[src/rtl/rap_pkg.sv]
// Shared types and constants for the move sequencer: command headers,
// the buffered move record, and the parser/dispatcher state encodings.
package rap_pkg;

  localparam int unsigned WORD_W   = 32;
  localparam int unsigned DIV_W    = 24;
  localparam int unsigned USTEP_W  = 3;
  localparam int unsigned STATUS_W = 3;
  localparam int unsigned HDR_W    = 8;

  localparam logic [HDR_W-1:0] HDR_MOVE  = 8'h01;
  localparam logic [HDR_W-1:0] HDR_DIV   = 8'h03;
  localparam logic [HDR_W-1:0] HDR_USTEP = 8'h04;
  localparam logic [HDR_W-1:0] HDR_FLUSH = 8'h05;
  localparam logic [HDR_W-1:0] HDR_CLR   = 8'h06;

  // One coordinated move as dispatched to the step generator (97 bits)
  typedef struct packed {
    logic                     dir;
    logic [WORD_W-1:0]        duration;
    logic signed [WORD_W-1:0] inc;
    logic signed [WORD_W-1:0] incinc;
  } move_t;

  typedef enum logic [1:0] {
    P_IDLE = 2'd0,
    P_1    = 2'd1,
    P_2    = 2'd2,
    P_3    = 2'd3
  } parser_state_t;

  typedef enum logic {
    D_IDLE = 1'b0,
    D_RUN  = 1'b1
  } disp_state_t;

  // Only full, half and quarter stepping are supported by the driver
  function automatic logic ustep_valid(input logic [USTEP_W-1:0] v);
    return (v == 3'd1) || (v == 3'd2) || (v == 3'd4);
  endfunction

endpackage

[src/rtl/move_fifo.sv]
// Single-clock FIFO of move records.
// Ports:
//   i_clk, i_reset     : clock, synchronous active-high reset
//   i_push, i_wr_data  : write request and record
//   i_pop              : read request (head is consumed at the edge)
//   i_flush            : discard everything except a head popped this cycle
//   o_rd_data_c        : current head record (combinational from storage)
//   o_full, o_empty    : registered occupancy flags
//   o_count            : registered number of stored records, saturates at DEPTH
module move_fifo
  import rap_pkg::*;
#(
  parameter int unsigned DEPTH = 4
) (
  input  logic                     i_clk,
  input  logic                     i_reset,
  input  logic                     i_push,
  input  move_t                    i_wr_data,
  input  logic                     i_pop,
  input  logic                     i_flush,
  output move_t                    o_rd_data_c,
  output logic                     o_full,
  output logic                     o_empty,
  output logic [$clog2(DEPTH):0]   o_count
);

  localparam int unsigned PTR_W = $clog2(DEPTH);
  localparam int unsigned CNT_W = PTR_W + 1;

  move_t            r_mem [DEPTH];
  logic [PTR_W-1:0] r_rd_ptr;
  logic [PTR_W-1:0] r_wr_ptr;
  logic [PTR_W-1:0] w_rd_ptr_nxt;
  logic [PTR_W-1:0] w_wr_ptr_nxt;
  logic [CNT_W-1:0] w_count_nxt;
  logic             w_pop_ok;
  logic             w_push_ok;

  assign o_rd_data_c = r_mem[r_rd_ptr];

  // Next pointers/count; a push into a full FIFO only lands if a pop frees a slot
  always_comb begin
    w_pop_ok     = i_pop && !o_empty;
    w_push_ok    = i_push && !i_flush && (!o_full || w_pop_ok);
    w_rd_ptr_nxt = w_pop_ok  ? r_rd_ptr + PTR_W'(1) : r_rd_ptr;
    w_wr_ptr_nxt = w_push_ok ? r_wr_ptr + PTR_W'(1) : r_wr_ptr;
    w_count_nxt  = o_count + CNT_W'(w_push_ok) - CNT_W'(w_pop_ok);
    // Flush keeps a same-cycle pop, then empties by collapsing write onto read
    if (i_flush) begin
      w_wr_ptr_nxt = w_rd_ptr_nxt;
      w_count_nxt  = '0;
    end
  end

  // Pointer and occupancy registers
  always_ff @(posedge i_clk) begin
    if (i_reset) begin
      r_rd_ptr <= '0;
      r_wr_ptr <= '0;
      o_count  <= '0;
      o_full   <= 1'b0;
      o_empty  <= 1'b1;
    end else begin
      r_rd_ptr <= w_rd_ptr_nxt;
      r_wr_ptr <= w_wr_ptr_nxt;
      o_count  <= w_count_nxt;
      o_full   <= (w_count_nxt == CNT_W'(DEPTH));
      o_empty  <= (w_count_nxt == '0);
    end
  end

  // Record storage; contents are don't-care until written
  always_ff @(posedge i_clk) begin
    if (w_push_ok) begin
      r_mem[r_wr_ptr] <= i_wr_data;
    end
  end

endmodule

[src/rtl/move_sequencer.sv]
// Command sequencer between the SPI word handler and the step generator.
// Parses 32-bit command words into configuration updates and move records,
// buffers moves, and dispatches them one at a time with a start/done handshake.
// Ports:
//   CLK, reset                 : clock, synchronous active-high reset
//   word_valid, word_data      : one received command word per pulse
//   move_busy, move_done       : step generator status / end-of-move pulse
//   move_start                 : one-cycle launch pulse
//   move_duration, increment,
//   incrementincrement, dir    : dispatched move, held until the next launch
//   clock_divisor, microsteps  : configuration registers
//   fifo_count                 : buffered moves
//   status                     : sticky {bad microstep, unknown header, overflow}
module move_sequencer
  import rap_pkg::*;
#(
  parameter int unsigned DEPTH     = 4,
  parameter int unsigned DIV_RESET = 32
) (
  input  logic                       CLK,
  input  logic                       reset,
  input  logic                       word_valid,
  input  logic [WORD_W-1:0]          word_data,
  input  logic                       move_busy,
  input  logic                       move_done,
  output logic                       move_start,
  output logic [WORD_W-1:0]          move_duration,
  output logic signed [WORD_W-1:0]   increment,
  output logic signed [WORD_W-1:0]   incrementincrement,
  output logic                       dir,
  output logic [DIV_W-1:0]           clock_divisor,
  output logic [USTEP_W-1:0]         microsteps,
  output logic [$clog2(DEPTH):0]     fifo_count,
  output logic [STATUS_W-1:0]        status
);

  parser_state_t      r_pstate;
  parser_state_t      w_pstate_nxt;
  disp_state_t        r_dstate;
  disp_state_t        w_dstate_nxt;

  logic               r_dir_lat;
  logic [WORD_W-1:0]  r_dur_lat;
  logic [WORD_W-1:0]  r_inc_lat;

  logic [HDR_W-1:0]   w_hdr;
  logic               w_lat_dir;
  logic               w_lat_dur;
  logic               w_lat_inc;
  logic               w_set_div;
  logic               w_set_ustep;
  logic               w_bad_ustep;
  logic               w_bad_hdr;
  logic               w_clr;
  logic               w_ovf;
  logic               w_push;
  logic               w_pop;
  logic               w_flush;
  logic               w_full;
  logic               w_empty;
  move_t              w_push_rec;
  move_t              w_head;

  assign w_hdr      = word_data[WORD_W-1 -: HDR_W];
  // The third payload word goes straight into the record being pushed
  assign w_push_rec = move_t'({r_dir_lat, r_dur_lat, r_inc_lat, word_data});

  // Parser: state register
  always_ff @(posedge CLK) begin
    if (reset) begin
      r_pstate <= P_IDLE;
    end else begin
      r_pstate <= w_pstate_nxt;
    end
  end

  // Parser: header decode and payload sequencing
  always_comb begin
    w_pstate_nxt = r_pstate;
    w_lat_dir    = 1'b0;
    w_lat_dur    = 1'b0;
    w_lat_inc    = 1'b0;
    w_set_div    = 1'b0;
    w_set_ustep  = 1'b0;
    w_bad_ustep  = 1'b0;
    w_bad_hdr    = 1'b0;
    w_clr        = 1'b0;
    w_ovf        = 1'b0;
    w_push       = 1'b0;
    w_flush      = 1'b0;
    if (word_valid) begin
      case (r_pstate)
        P_IDLE: begin
          case (w_hdr)
            HDR_MOVE: begin
              w_lat_dir    = 1'b1;
              w_pstate_nxt = P_1;
            end
            HDR_DIV:   w_set_div = 1'b1;
            HDR_USTEP: begin
              if (ustep_valid(word_data[USTEP_W-1:0])) begin
                w_set_ustep = 1'b1;
              end else begin
                w_bad_ustep = 1'b1;
              end
            end
            HDR_FLUSH: w_flush   = 1'b1;
            HDR_CLR:   w_clr     = 1'b1;
            default:   w_bad_hdr = 1'b1;
          endcase
        end
        P_1: begin
          w_lat_dur    = 1'b1;
          w_pstate_nxt = P_2;
        end
        P_2: begin
          w_lat_inc    = 1'b1;
          w_pstate_nxt = P_3;
        end
        P_3: begin
          w_push       = 1'b1;
          w_ovf        = w_full && !w_pop;
          w_pstate_nxt = P_IDLE;
        end
        default: w_pstate_nxt = P_IDLE;
      endcase
    end
  end

  // Parser datapath: payload latches, configuration and sticky status
  always_ff @(posedge CLK) begin
    if (reset) begin
      r_dir_lat     <= 1'b0;
      r_dur_lat     <= '0;
      r_inc_lat     <= '0;
      clock_divisor <= DIV_W'(DIV_RESET);
      microsteps    <= USTEP_W'(1);
      status        <= '0;
    end else begin
      if (w_lat_dir)   r_dir_lat     <= word_data[0];
      if (w_lat_dur)   r_dur_lat     <= word_data;
      if (w_lat_inc)   r_inc_lat     <= word_data;
      if (w_set_div)   clock_divisor <= word_data[DIV_W-1:0];
      if (w_set_ustep) microsteps    <= word_data[USTEP_W-1:0];
      if (w_clr) begin
        status <= '0;
      end else begin
        status <= status | {w_bad_ustep, w_bad_hdr, w_ovf};
      end
    end
  end

  // Dispatcher: state register
  always_ff @(posedge CLK) begin
    if (reset) begin
      r_dstate <= D_IDLE;
    end else begin
      r_dstate <= w_dstate_nxt;
    end
  end

  // Dispatcher: launch when a move is buffered and the generator is free
  always_comb begin
    w_dstate_nxt = r_dstate;
    w_pop        = 1'b0;
    case (r_dstate)
      D_IDLE: begin
        if (!w_empty && !move_busy) begin
          w_pop        = 1'b1;
          w_dstate_nxt = D_RUN;
        end
      end
      D_RUN: begin
        if (move_done) w_dstate_nxt = D_IDLE;
      end
      default: w_dstate_nxt = D_IDLE;
    endcase
  end

  // Move outputs load only on launch so they hold between moves
  always_ff @(posedge CLK) begin
    if (reset) begin
      move_start         <= 1'b0;
      dir                <= 1'b0;
      move_duration      <= '0;
      increment          <= '0;
      incrementincrement <= '0;
    end else begin
      move_start <= w_pop;
      if (w_pop) begin
        dir                <= w_head.dir;
        move_duration      <= w_head.duration;
        increment          <= w_head.inc;
        incrementincrement <= w_head.incinc;
      end
    end
  end

  move_fifo #(
    .DEPTH(DEPTH)
  ) u_fifo (
    .i_clk       (CLK),
    .i_reset     (reset),
    .i_push      (w_push),
    .i_wr_data   (w_push_rec),
    .i_pop       (w_pop),
    .i_flush     (w_flush),
    .o_rd_data_c (w_head),
    .o_full      (w_full),
    .o_empty     (w_empty),
    .o_count     (fifo_count)
  );

endmodule
[config.mk]
export PLATFORM = sky130hd
export DESIGN_NAME = move_sequencer
export DESIGN_NICKNAME = d
export VERILOG_FILES = /design/src/rtl/rap_pkg.sv /design/src/rtl/move_fifo.sv /design/src/rtl/move_sequencer.sv
export SDC_FILE = /design/constraint.sdc
export NUM_CORES = 1
export LEC_CHECK = 0
export ABC_AREA = 0
export BUFFER_PORTS_ARGS = -buffer_cell sky130_fd_sc_hd__buf_2
export CAP_MARGIN = 20
export CORE_ASPECT_RATIO = 0.7
export CORE_MARGIN = 1
export CORE_UTILIZATION = 50
export CTS_CLUSTER_DIAMETER = 150
export DETAILED_ROUTE_END_ITERATION = 10
export HOLD_SLACK_MARGIN = 0.1
export PLACE_DENSITY = 0.68
export SLEW_MARGIN = 25
export SYNTH_ARGS = -nofsm -noshare
export SYNTH_HDL_FRONTEND = slang
export SYNTH_HIERARCHICAL = 1
export SYNTH_SLANG_ARGS = --single-unit
[constraint.sdc]
create_clock -name CLK -period 5.23 [get_ports CLK]
set_clock_uncertainty 0.15 [all_clocks]
set_input_delay 0.2615 -clock CLK [delete_from_list [all_inputs] [get_ports CLK]]
set_output_delay 0.2615 -clock CLK [all_outputs]
set_load 0.05 [all_outputs]
==> metrics.yaml <==
drt_iter0_drc: 982
pin_count: 168
antenna_found_initial: 1
cellLeakagePower_uw: 0.00837
grt.met3_usage_pct: 3.76
power.density_nw_per_um2: 362
hold_viol: 0
instances_no_fill: 2206
final_layout_size_suffix_gt1_share_pct: 23.4
vias: 12200
die_w_um: 250
yosys.area.top_type_share_pct: 54.3
hold_start: "move_busy"
drt_drc_violations_left: 0
hpwl_um: 27300
tightest_slew_ns: 1.04
grt_use_met1_pct: 30.9
n_antenna_cell: 0
r2r_cells: 14
ys.flop_type: "edfxtp_1"
fmax_mhz: 250
synth_nets: 1468
worst_setup_path_end_kind: "flop"
ys_seq_area_share_pct: 73.4
hold_class: "in2reg"
grt-ovfl-total: 0
ant_nets: 0
busiest_layer: "met2"
setup.worst_path.start: "u_fifo/o_empty"
timing.final.ws_setup_ns: 1.24
critPathLaunchType: "flop"
synth-warning-count: 6
seq_area_um2: 15800
finish.instance_area_um2: 25000
clkLatencyLatePin_ns: 0.59
syn_inst: 1419
pre_cts_slack_ns: 1.27
ys_top_cells_by_area: "edfxtp_1 54%, dfxtp_1 19%, mux4_2 10%"
hold_path_depth: 3
drt_wl_total_um: 46600
grt_max_degree: 119
place_inst: 2069
synth-edff-count: 388
post_drt_wl_per_cell_um: 21.1
die_area_um2: 43800
cts_max_level: 2
finalSetupViolCount: 0
maxSlewHeadroom_pct: 30.6
layout.nets: 1658
clk_pin_slew_worst_paths_ns: 0.07
syn_area_per_cell_um2: 15.1
critical_path_class: "reg2reg"
fin_crit_ns: 3.99
gp_congestion: 0.755
status: "finished clean"
synthMostInstantiatedCell: "edfxtp_1"
grt.total_usage_pct: 21.7
ys_seq_elements: 593
min_period_over_period_pct: 76.4
start_util_pct: 50.7
cts_tree: "built"
crit_required_ns: 5.53
cap_violations: 0
yosys.area.top_type: "edfxtp_1"
portBuffers: 167
dr.pass1.iters: 5
place_area_um2: 22800
mappedNetlistArea_um2: 21500
core_area_um2: 42300
synthToLayoutAreaGrowth_pct: 16.5
arrival_ns: 4.30
rows: 63
power_uw: 9050
synthArstFlopShare_pct: 0
grt_pass1_vias: 12300
cts_inserted_buffers: 54
ys_types: 47
root_buffer: "clkbuf_16"
reg2reg_from: "u_fifo/o_empty"
cp_max_fo: 43
rsz0062_at_grt: "false"
tns_ns: 0
drv_slew: 0
grt_pass1_wl_um: 71900
peakVddDrop_mv: 0.261
yosys-top-cells-count: "388 x edfxtp_1, 327 x nand2_1, 205 x dfxtp_1, 170 x a21oi_1, 97 x mux4_2"
cts_sinks: 593
multi_input_area_um2: 5280
gr-usage-met2_pct: 34.9
die_y_um: 175
cts.path.max_buffers: 3
via_per_inst: 5.55
nFillCells: 3209
layer usage:
metal	wire (um)	part of all wire (%)
met1	20800	45
met2	22000	47
met5	13	0.028
met3	2990	6.4
met4	854	1.8
flip-flops by register name (all words and copies together), names as in the netlist, 2 cells and up:
name	cells
u_fifo/r_mem	388
increment	32
incrementincrement	32
move_duration	32
r_dur_lat	32
r_inc_lat	32
clock_divisor	24
microsteps	3
status	3
u_fifo/o_count	3
r_pstate	2
u_fifo/r_rd_ptr	2
u_fifo/r_wr_ptr	2
final timing paths:
kind	end	slack (ns)
worst max register to register	u_fifo/o_empty	1.24
worst min register to register	increment[28]	0.30
worst max-delay path	u_fifo/o_empty	1.24
worst min-delay path	r_dstate	0.15
cells in the final DEF, fill, tap and decap left out, types with 2 or more instances in the layout:
master         instances
o21a_1                 3
o21ai_0                5
dfxtp_1              203
buf_4                 18
nand2_1              325
xnor2_1                4
nor3_1                 6
and2_2                 2
mux2i_1               26
nor2_1                35
and2_1                 4
dfxtp_4                2
clkbuf_8              10
a31oi_1                2
nor4_1                 2
bufinv_16              4
inv_1                 11
clkbuf_16             56
nand3b_1               3
buf_12                 2
nand2_2                2
ha_1                  11
clkinv_1               4
edfxtp_1             388
a21oi_1              170
mux4_2                97
dlygate4sd3_1         35
clkinv_2              11
buf_2                166
clkbuf_1              13
and3_4                 4
o311a_1                2
repair_timing:
action                                  in CTS  in global routing
endpoints found under the setup margin       0                  0
hold endpoints to repair                   224                  0
hold buffers                                35                  0
gates resized for setup                      0                  0
setup buffers                                0                  0
metrics by stage:
stage	hold WS [ns]	utilization, %
5_1_grt	0.175	59.0
3_5_place_dp	0.295	53.9
2_1_floorplan	0.184	-
3_3_place_gp	0.291	53.8
6_report	0.153	59.0
4_1_cts	0.152	59.0
cell families after synthesis:
family,Yosys count,share of synthesized area (%)
AO/OA/AOI/OAI,188,4.59
AND/OR/NAND/NOR,396,7.48
multiplexers,124,11.4
buffers and inverters,101,2.12
adder cells (fa/ha/maj),12,0.735
XOR/XNOR,5,0.204
flip-flops,593,73.4
where the power goes:
part           leakage (uW)  internal, uW  total [uW]  switching, uW
Sequential          0.00521          4950        4950           1.96
Combinational       0.00226          36.7         122           85.4
Clock              0.000895          2300        3980           1680
Total               0.00837          7290        9050           1760
critical path, stage by stage, from the launching register on:
cell	delay, ns
dfxtp_1	0.37
or3_4	0.58
inv_4	0.47
nor2b_4	0.27
o21a_1	0.27
and2_1	0.17
inv_1	0.04
ha_1	0.27
inv_1	0.05
ha_1	0.20
fa_1	0.42
xnor2_1	0.15
xnor2_1	0.15
nor3_1	0.21
a21oi_1	0.07
layout make-up:
cell class | count | area share [%]
clock buffers | 79 | 6.35
multi-input cells | 725 | 21.1
well taps | 552 | 2.76
repair buffers | 223 | 5.58
flip-flops and latches | 593 | 63.1
inverters | 12 | 0.190
clock inverters | 22 | 0.891
(Power assumes the default switching activity.)
